==> src/rtl/mac_buf_pkg.sv <==
// rtl/mac_buf_pkg.sv - shared types and constants for the MAC RX packet buffer
package mac_buf_pkg;

  typedef enum logic [1:0] {
    IDLE = 2'd0,
    RECV = 2'd1,
    DROP = 2'd2
  } rx_state_t;

  localparam int DESC_ADDR_W = 11;
  localparam int DESC_LEN_W  = 16;

  // Descriptor layout at the default buffer geometry: start word address, byte length
  typedef struct packed {
    logic [DESC_ADDR_W-1:0] start_addr;
    logic [DESC_LEN_W-1:0]  byte_len;
  } desc_t;

  localparam logic [1:0] BEN_FULL   = 2'd0;
  localparam int         WORD_BYTES = 4;

endpackage

==> src/rtl/mac_buf_space_calc.sv <==
// rtl/mac_buf_space_calc.sv - circular buffer free-space compare
module mac_buf_space_calc #(
  parameter int ADDR_W    = 11,
  parameter int MAX_WORDS = 380
) (
  input  logic [ADDR_W:0] wr_ptr,
  input  logic [ADDR_W:0] rd_ptr,
  output logic            space_ok
);

  // Pointers carry one extra wrap bit so full and empty are distinguishable
  localparam logic [ADDR_W:0] DEPTH = {1'b1, {ADDR_W{1'b0}}};
  localparam logic [ADDR_W:0] NEED  = MAX_WORDS[ADDR_W:0];

  logic [ADDR_W:0] used;
  logic [ADDR_W:0] free;

  assign used     = wr_ptr - rd_ptr;
  assign free     = DEPTH - used;
  assign space_ok = (free >= NEED);

endmodule

==> src/rtl/mac_rx_pkt_capture.sv <==
// rtl/mac_rx_pkt_capture.sv - MAC RX FIFO to circular word buffer with descriptors
module mac_rx_pkt_capture
  import mac_buf_pkg::*;
#(
  parameter int ADDR_W    = 11,
  parameter int MAX_WORDS = 380,
  parameter int LEN_W     = 16
) (
  input  logic                    mac_clk_i,
  input  logic                    mac_rst_i,
  input  logic [31:0]             mac_rxd_i,
  input  logic [1:0]              mac_ben_i,
  input  logic                    mac_rxda_i,
  input  logic                    mac_rxsop_i,
  input  logic                    mac_rxeop_i,
  input  logic                    mac_rxdv_i,
  output logic                    mac_rxrqrd_o,
  output logic                    buf_wr_en_o,
  output logic [ADDR_W-1:0]       buf_wr_addr_o,
  output logic [31:0]             buf_wr_data_o,
  input  logic [ADDR_W:0]         buf_rd_ptr_i,
  output logic [ADDR_W:0]         buf_wr_ptr_o,
  input  logic                    desc_full_i,
  output logic                    desc_wr_en_o,
  output logic [ADDR_W+LEN_W-1:0] desc_data_o,
  output logic [15:0]             pkt_cnt_o,
  output logic [15:0]             drop_cnt_o
);

  localparam logic [ADDR_W:0]  PTR_ONE = {{ADDR_W{1'b0}}, 1'b1};
  localparam logic [LEN_W-1:0] CNT_ONE = {{(LEN_W-1){1'b0}}, 1'b1};
  localparam logic [LEN_W-1:0] MAX_CNT = MAX_WORDS[LEN_W-1:0];

  rx_state_t state, state_n;

  logic [ADDR_W:0]  wr_ptr, wr_ptr_n;
  logic [ADDR_W:0]  start_ptr, start_n;
  logic [ADDR_W:0]  commit_n;
  logic [ADDR_W:0]  base_ptr;
  logic [LEN_W-1:0] word_cnt, cnt_n;
  logic             space_ok;
  logic             sop_ok;

  logic                    wr_en_n;
  logic [ADDR_W-1:0]       wr_addr_n;
  logic                    desc_en_n;
  logic [ADDR_W+LEN_W-1:0] desc_n;
  logic                    pkt_inc;
  logic [1:0]              drop_add;

  // Bytes in a packet of 'words' words whose last word has 'ben' empty bytes
  function automatic logic [LEN_W-1:0] byte_len(input logic [LEN_W-1:0] words,
                                                input logic [1:0]       ben);
    return {words[LEN_W-3:0], 2'b00} - {{(LEN_W-2){1'b0}}, ben};
  endfunction

  // A SOP arriving mid-packet reuses the abandoned packet's start as its base
  assign base_ptr = (state == RECV) ? start_ptr : wr_ptr;
  assign sop_ok   = space_ok & ~desc_full_i;

  mac_buf_space_calc #(
    .ADDR_W    (ADDR_W),
    .MAX_WORDS (MAX_WORDS)
  ) u_space (
    .wr_ptr   (base_ptr),
    .rd_ptr   (buf_rd_ptr_i),
    .space_ok (space_ok)
  );

  // Next-state, buffer write, commit and drop decisions for the current beat
  always_comb begin
    state_n   = state;
    wr_ptr_n  = wr_ptr;
    start_n   = start_ptr;
    cnt_n     = word_cnt;
    commit_n  = buf_wr_ptr_o;
    wr_en_n   = 1'b0;
    wr_addr_n = wr_ptr[ADDR_W-1:0];
    desc_en_n = 1'b0;
    desc_n    = '0;
    pkt_inc   = 1'b0;
    drop_add  = 2'd0;
    if (mac_rxdv_i) begin
      if (mac_rxsop_i) begin
        wr_ptr_n = base_ptr;
        if (sop_ok) begin
          drop_add  = (state == RECV) ? 2'd1 : 2'd0;
          wr_en_n   = 1'b1;
          wr_addr_n = base_ptr[ADDR_W-1:0];
          start_n   = base_ptr;
          cnt_n     = CNT_ONE;
          wr_ptr_n  = base_ptr + PTR_ONE;
          if (mac_rxeop_i) begin
            desc_en_n = 1'b1;
            desc_n    = {base_ptr[ADDR_W-1:0], byte_len(CNT_ONE, mac_ben_i)};
            commit_n  = base_ptr + PTR_ONE;
            pkt_inc   = 1'b1;
            state_n   = IDLE;
          end else begin
            state_n = RECV;
          end
        end else begin
          drop_add = (state == RECV) ? 2'd2 : 2'd1;
          state_n  = mac_rxeop_i ? IDLE : DROP;
        end
      end else begin
        case (state)
          RECV: begin
            wr_en_n  = 1'b1;
            wr_ptr_n = wr_ptr + PTR_ONE;
            cnt_n    = word_cnt + CNT_ONE;
            if (mac_rxeop_i) begin
              desc_en_n = 1'b1;
              desc_n    = {start_ptr[ADDR_W-1:0], byte_len(word_cnt + CNT_ONE, mac_ben_i)};
              commit_n  = wr_ptr + PTR_ONE;
              pkt_inc   = 1'b1;
              state_n   = IDLE;
            end else if (word_cnt + CNT_ONE == MAX_CNT) begin
              wr_ptr_n = start_ptr;
              drop_add = 2'd1;
              state_n  = DROP;
            end
          end
          DROP: begin
            if (mac_rxeop_i) state_n = IDLE;
          end
          default: ;
        endcase
      end
    end
  end

  // Packet state and uncommitted write pointer
  always_ff @(posedge mac_clk_i or posedge mac_rst_i) begin
    if (mac_rst_i) begin
      state     <= IDLE;
      wr_ptr    <= '0;
      start_ptr <= '0;
      word_cnt  <= '0;
    end else begin
      state     <= state_n;
      wr_ptr    <= wr_ptr_n;
      start_ptr <= start_n;
      word_cnt  <= cnt_n;
    end
  end

  // Registered buffer, descriptor, pointer and statistics outputs
  always_ff @(posedge mac_clk_i or posedge mac_rst_i) begin
    if (mac_rst_i) begin
      mac_rxrqrd_o  <= 1'b0;
      buf_wr_en_o   <= 1'b0;
      buf_wr_addr_o <= '0;
      buf_wr_data_o <= '0;
      buf_wr_ptr_o  <= '0;
      desc_wr_en_o  <= 1'b0;
      desc_data_o   <= '0;
      pkt_cnt_o     <= '0;
      drop_cnt_o    <= '0;
    end else begin
      mac_rxrqrd_o  <= mac_rxda_i;
      buf_wr_en_o   <= wr_en_n;
      buf_wr_addr_o <= wr_addr_n;
      buf_wr_data_o <= mac_rxd_i;
      buf_wr_ptr_o  <= commit_n;
      desc_wr_en_o  <= desc_en_n;
      desc_data_o   <= desc_n;
      pkt_cnt_o     <= pkt_cnt_o + {15'd0, pkt_inc};
      drop_cnt_o    <= drop_cnt_o + {14'd0, drop_add};
    end
  end

endmodule

==> config.mk <==
export PLATFORM = sky130hd
export DESIGN_NAME = mac_rx_pkt_capture
export DESIGN_NICKNAME = d
export VERILOG_FILES = /design/src/rtl/mac_buf_pkg.sv /design/src/rtl/mac_buf_space_calc.sv /design/src/rtl/mac_rx_pkt_capture.sv
export SDC_FILE = /design/constraint.sdc
export NUM_CORES = 1
export LEC_CHECK = 0
export CAP_MARGIN = 20
export CORE_UTILIZATION = 34
export DETAILED_ROUTE_END_ITERATION = 8
export SLEW_MARGIN = 10
export SYNTH_ARGS = -nofsm -noshare
export SYNTH_HDL_FRONTEND = slang
export SYNTH_SLANG_ARGS = --single-unit
==> constraint.sdc <==
create_clock -name mac_clk_i -period 6 [get_ports mac_clk_i]
set_clock_uncertainty 0.2 [all_clocks]
set_input_delay 0.6 -clock mac_clk_i [delete_from_list [all_inputs] [get_ports mac_clk_i]]
set_output_delay 0.6 -clock mac_clk_i [all_outputs]
set_load 0.02 [all_outputs]
==> qor.yml <==
synthesis:
  synth_top_cell_area_share_pct: 49.1
  synth.largest_area_cell: "dfrtp_1"
  post_synth.cell_area_avg_um2: 10.2
  postSynthRegisterBits: 159
  ys_warn_count: 0
  synth-seq-area-share_pct: 49.1
  syn-cell-area_um2: 8100
  synth-edff-count: 0
  synth_flop_cell: "dfrtp_1"
  synth_cells: 796
  synth.net_count: 875
  synth.area.top_cells: "dfrtp_1, xnor2_1, xor2_1"
  asyncSetResetFlopFracSynth_pct: 100
  synth.lib_cells_used.distinct: 70
drt:
  drt_wl_total_um: 23600
  avgViaCountPerCell: 5.10
  routed-via-count: 6682
  first_pass_iters: 5
  drt_first_iter_violations: 401
  routed_wl_per_cell_um: 18.0
  post-route-drc-count: 0
  drtAntennaViolNets: 0
sta:
  worst_pin_slew_ns: 1.01
  post-route-min-period_ns: 5.64
  fmax_ghz: 0.177
  worst_rel_slew_slack_pct: 32.3
  setup_viol_count_final: 0
  final.setup.worst_slack_ns: 0.357
  slew_violations: 0
  fin_crit_sh_pct: 94.1
  grt_setup_unrepaired: "false"
  report.final.hold_viol_count: 0
  setup-tns-final_ns: 0
global_route:
  first_pass_grt_wire_length_um: 36900
  via_count_of_the_first_global_routing_pass: 6309
  grt-ovfl-total: 0
  antenna_found_initial: 0
  grtUsageTotal_pct: 19.9
  grt_start_max_net_pins: 89
critical_path:
  worst_setup_path_start_kind: "register"
  timing.critical_path.required_ns: 6.11
  worst-setup-path-type: "register to register"
  critical_path.endpoint_type: "register"
  critical_path_arrival_ns: 5.75
  cp_max_fo: 7
clocking:
  clock_latency_ns: 0.43
  holdBufCountCts: 0
  clock_sinks: 159
  clock-root-buffer: "clkbuf_16"
  cts_tree: "yes"
  cts.reportedPaths.clkPinSlew_ns: 0.07
  cts_buffer_depth: 2
  cts_buffers: 17
  cts-htree-levels: 4
layout:
  final_core_utilization_pct: 46.5
  area_growth_syn_to_layout_pct: 34.5
  insertedDiodeCount: 0
  post_route_cells_drive_above_1_share_pct: 10.3
  fin_area_um2: 10900
  final_net_count: 1057
die:
  chipHeight_um: 156
  placement_rows: 56
  fp.dieArea_um2: 24400
  num_ports: 170
  core_area_um2: 23400
  die_width_um: 156
  initial_utilization_pct: 34.6
pwr:
  irDropWorstVdd_mv: 0.272
  power_frac_seq_pct: 32.3
  cell_internal_pwr_mw: 2.90
  power.leakage_nw: 4.63
  sw_frac_of_total_pct: 41.2
  pwr_density_cell_nw_per_um2: 453
  comb_power_share_pct: 45.5
  clkPwrFrac_pct: 22.3
  switching_power_total_mw: 2.03
placement:
  postPlaceCellArea_um2: 10200
  pre_cts_ws_ns: 0.258
  port_buffers: 169
  gp_routability_congestion: 0.862
  place.detailed.hpwl_um: 17200
run_status:
  status: "completed"
job:
  max-cap-violations: 0
hold_path:
  holdCritPathClass: "register to register"
==> power groups by stage <==
| stage | Sequential (mW) | Combinational (mW) | Clock [mW] |
|---|---|---|---|
| floorplan | 1.64 | 1.32 | 0 |
| global placement | 1.61 | 2.18 | 0 |
| detailed placement | 1.61 | 2.19 | 0 |
| CTS | 1.59 | 2.20 | 1.13 |
| global route | 1.63 | 2.45 | 1.17 |
| finish | 1.59 | 2.24 | 1.10 |
==> Yosys cell counts (all sizes together), types with 4 or more instances <==
| cell type | n |
|---|---|
| a211o | 4 |
| a211oi | 5 |
| a21o | 5 |
| a21oi | 47 |
| a22o | 4 |
| a22oi | 6 |
| a31oi | 5 |
| and2 | 14 |
| and3 | 10 |
| buf | 12 |
| clkbuf | 25 |
| dfrtp | 159 |
| ha | 24 |
| inv | 20 |
| mux2 | 17 |
| mux2i | 20 |
| nand2 | 72 |
| nand3 | 25 |
| nand4 | 21 |
| nor2 | 86 |
| nor2b | 4 |
| nor3 | 17 |
| nor4 | 4 |
| o21ai | 31 |
| o221ai | 4 |
| o22ai | 4 |
| o2bb2ai | 4 |
| o31ai | 4 |
| or2 | 5 |
| or3 | 9 |
| xnor2 | 49 |
| xor2 | 40 |
==> metrics by stage <==
stage / hold WS [ns] / std cells / power [mW]
5_1_grt: 0.304 / 1310 / 5.25
3_5_place_dp: 0.267 / 1275 / 3.80
3_3_place_gp: 0.262 / 1275 / 3.78
6_report: 0.270 / 1310 / 4.94
4_1_cts: 0.278 / 1307 / 4.92
2_1_floorplan: 0.279 / 796 / 2.96
==> path summary, 6_finish.rpt <==
path | start | to | slack, ns | depth (start not counted)
worst max-delay path | state[1]$_DFFE_PP0P_ | drop_cnt_o[8]$_DFF_PP0_ | 0.36 | 23
worst min-delay path | drop_cnt_o[15]$_DFF_PP0_ | drop_cnt_o[15]$_DFF_PP0_ | 0.27 | 1
worst max register to register | state[1]$_DFFE_PP0P_ | drop_cnt_o[8]$_DFF_PP0_ | 0.36 | 23
worst min register to register | drop_cnt_o[15]$_DFF_PP0_ | drop_cnt_o[15]$_DFF_PP0_ | 0.27 | 1
max in group asynchronous | mac_rst_i | wr_ptr[10]$_DFFE_PP0P_ | 3.99 | 3
min in group asynchronous | mac_rst_i | buf_wr_data_o[25]$_DFF_PP0_ | 0.50 | 2
==> kinds of logic (layout without fill, tap and decap cells) <==
| group | count (synthesis) | after routing | synth area share, % |
|---|---|---|---|
| AND/OR/NAND/NOR | 283 | 283 | 16.9 |
| flip-flops | 159 | 159 | 49.1 |
| AO/OA/AOI/OAI | 144 | 144 | 11.7 |
| XOR/XNOR | 90 | 90 | 9.90 |
| buffers and inverters | 57 | 252 | 2.98 |
| multiplexers | 37 | 37 | 5.16 |
| adder cells (fa/ha/maj) | 26 | 26 | 4.20 |
==> flip-flops by register name (all words and copies together) (netlist names) <==
| name | flops |
|---|---|
| start_ptr | 12 |
| buf_wr_addr_o | 11 |
| buf_wr_data_o | 32 |
| buf_wr_ptr_o | 12 |
| state | 2 |
| word_cnt | 16 |
| mac_rxrqrd_o | 1 |
| desc_data_o | 27 |
| drop_cnt_o | 16 |
| wr_ptr | 12 |
| buf_wr_en_o | 1 |
| pkt_cnt_o | 16 |
| desc_wr_en_o | 1 |
==> repair_timing <==
action / in CTS / in global routing
setup buffers: 0 / 3
gates resized for setup: 0 / 6
endpoints found under the setup margin: 0 / 7
hold endpoints to repair: 0 / 0
==> cell type report <==
class                           instances  area, µm²
Clock inverter                         14        158
Sequential cell                       159       3980
Clock buffer                           18        439
Timing Repair Buffer                  200       1920
Tap cell                              319        399
Inverter                               20       83.8
Multi-Input combinational cell        580       3910
Fill cell                            2230      12500
==> layer usage <==
| layer | wire, µm | vias up | share of wire [%] | track usage, % |
|---|---|---|---|---|
| li1 | - | 3149 | - | - |
| met1 | 10700 | 3221 | 45 | 27.4 |
| met2 | 10700 | 282 | 45 | 30.9 |
| met3 | 1830 | 30 | 7.7 | 3.93 |
| met4 | 422 | 0 | 1.8 | 7.10 |
| met5 | 0 | - | 0 | 0 |
==> layout by cell type, fill, tap and decap left out, drive strengths merged, types with 5 or more instances in the layout <==
cell type | synthesis | layout
a211oi | 5 | 5
a21o | 5 | 5
a21oi | 47 | 47
a22oi | 6 | 6
a31oi | 5 | 5
and2 | 14 | 14
and3 | 10 | 10
buf | 12 | 31
clkbuf | 25 | 18
clkdlybuf4s50 | 0 | 169
dfrtp | 159 | 159
ha | 24 | 24
inv | 20 | 29
mux2 | 17 | 17
mux2i | 20 | 20
nand2 | 72 | 72
nand3 | 25 | 25
nand4 | 21 | 21
nor2 | 86 | 86
nor3 | 17 | 17
o21ai | 31 | 31
or2 | 5 | 5
or3 | 9 | 9
xnor2 | 49 | 49
xor2 | 40 | 40
==> critical path, cell delays in order (launching register included) <==
cell,delay (ns)
dfrtp_1,0.43
or2b_4,0.31
buf_4,0.19
mux2i_2,0.21
ha_1,0.26
ha_1,0.24
fa_1,0.41
a21o_1,0.20
a221oi_2,0.26
xor2_1,0.21
o41ai_2,0.13
a221oi_2,0.36
nor2_1,0.12
inv_1,0.15
ha_1,0.15
nand2_1,0.05
a21oi_1,0.19
ha_1,0.20
inv_1,0.06
fa_1,0.41
nor2_2,0.16
nand3_1,0.17
or2_2,0.34
xnor2_1,0.13
Power figures use the tool's default switching activity.
==> RTL edit, RTL diff (same flow settings) <==
Change the parameter `LEN_W` from 16 to 32.
--- a/src/rtl/mac_rx_pkt_capture.sv
+++ b/src/rtl/mac_rx_pkt_capture.sv
@@ -6,3 +6,3 @@
   parameter int MAX_WORDS = 380,
-  parameter int LEN_W     = 16
+  parameter int LEN_W     = 32
 ) (
Ports: changed (resized desc_data_o); port bits go from 170 to 186. No check against the original RTL was run, so the function may have changed too.
==> RTL edit against the original RTL <==
Worst setup slack better by 0.092 ns. Sequential share of layout area is 0.051 points lower. Highest routed layer unchanged. Design area is 20% higher. Power is 3.5% higher. Sequential power is 11% higher. Routed wire length is 17% higher. Via count is 26% higher. Sequential cell count is 32 higher. Area after synthesis is 25% higher. Count of clock-buffer cells in the layout is 1 lower.
==> RTL edit: results (changes against the original RTL) <==
| Stage | Quantity | Value | Change |
|---|---|---|---|
| outcome | Status | finished clean |  |
| power | Peak supply drop | 0.000232 V | -15% |
| yosys | Synth area leaders | dfrtp_1 47%, xnor2_1 6.0%, xor2_1 4.0% |  |
| yosys | Synth top cells by count | 191 x dfrtp_1, 98 x nand2_1, 96 x nor2_1 |  |
| timing | WHS | 0.273 ns | +0.00286 ns |
| placement | Instance count after placement with tap cells included | 1,583 | +24% |
| global routing | Pin count of the biggest net entering global routing | 112 | +26% |
| power | Combinational share of power | 42.0% | -3.5 points |
| yosys | Net count of the mapped netlist | 1,128 | +29% |
| finish | Number of nets at the end of the flow | 1,298 | +23% |
| placement | # port buffers | 185 | +9.5% |
| power | Reported net switching power | 2.07 mW | +1.7% |
| drt | Post-Route WL | 27.7 mm | +17% |
| yosys | Average cell area after synthesis | 9.67 µm² | -4.9% |
| yosys | Sequential-to-total area share from yosys stat | 47.1% | -2.0 points |
| placement | Post-Place Worst Slack | 0.342 ns | +0.0840 ns |
| placement | Final HPWL DP | 19.5 mm | +14% |
| finish | Largest registers | desc_data_o x43, buf_wr_data_o x32, word_cnt x32 |  |
| critical path | Setup slack, reg-to-reg | 0.45 ns | +0.09 ns |
| yosys | Portion of netlist area occupied by mux cells | 3.13% | -2.0 points |
| worst hold path | Min-Delay Startpoint | pkt_cnt_o[15] |  |
| yosys | Area fraction in compound gates after synthesis | 14.4% | +2.7 points |
| critical path | Peak fanout along the critical path | 8 | +1 |
| global routing | Total global-route track usage | 18.3% | -1.5 points |
| drt | Via count | 8,392 | +26% |
| yosys | Share of the synthesized netlist area taken by xor and xnor gates | 9.93% | +0.024 points |
| drt | Detailed router's first-iteration violation count | 619 | +54% |
| yosys | Adder-cell share of the synthesized area | 3.35% | -0.85 points |
| critical path | Arr. time, crit path | 5.68 ns | -0.07 ns |
| yosys | Distinct cell type count after synthesis | 76 | +8.6% |
| drt | Via count normalized by instance count | 5.19 | +1.8% |
| power | Switching share of power | 40.5% | -0.74 points |
-- RTL edit: changes by cell type after synthesis, moves of 11 or more --
cell / change
clkbuf_1: +23
dfrtp_1: +32
nand2_1: +26
nand3_1: +22
nor2_1: +11
o21a_1: +18
o21ai_0: +37
o31ai_1: +11
xnor2_1: +20
-- RTL edit: metal layers --
metal  vias up  global-route usage (%)  share of wire (%)
li1       4032                       -                  -
met1      4056                    26.3                 48
met2       269                    28.0                 45
met3        35                    3.70                5.4
met4         0                    5.18                1.9
met5         -                       0                  0
-- RTL edit: critical path, cell delays in order (launching register included) --
cell and delay [ns]:
dfrtp_1 0.39, nand2b_1 0.21, buf_4 0.21, nand2_1 0.07, nand2_1 0.08, inv_1 0.12
ha_1 0.24, ha_1 0.24, fa_1 0.44, a211oi_1 0.27, xnor2_1 0.15, a31oi_1 0.10
o211ai_1 0.22, a32oi_2 0.20, a31oi_2 0.22, inv_1 0.09, ha_1 0.28, nand2_1 0.04
o21a_1 0.10, nor2_1 0.10, ha_1 0.18, inv_1 0.05, fa_1 0.41, nor3b_1 0.32
and2_1 0.24, nand4_1 0.13, xnor2_1 0.15
-- RTL edit: area by class of cell --
cell class	count	area [µm²]
Fill cell	2811	15900
Clock buffer	17	425
Sequential cell	191	4780
Tap cell	384	480
Timing Repair Buffer	214	2070
Clock inverter	15	204
Multi-Input combinational cell	773	5050
Inverter	22	90.1
-- RTL edit: worst max path at each step --
stage | endpoint | depth (start not counted) | slack [ns]
floorplan | buf_wr_addr_o[0] | 1 | 0.001
global placement | drop_cnt_o[14] | 23 | 0.44
detailed placement | drop_cnt_o[14] | 23 | 0.34
CTS | drop_cnt_o[14] | 27 | 0.39
global route | drop_cnt_o[12] | 25 | 0.05
finish | drop_cnt_o[12] | 26 | 0.45
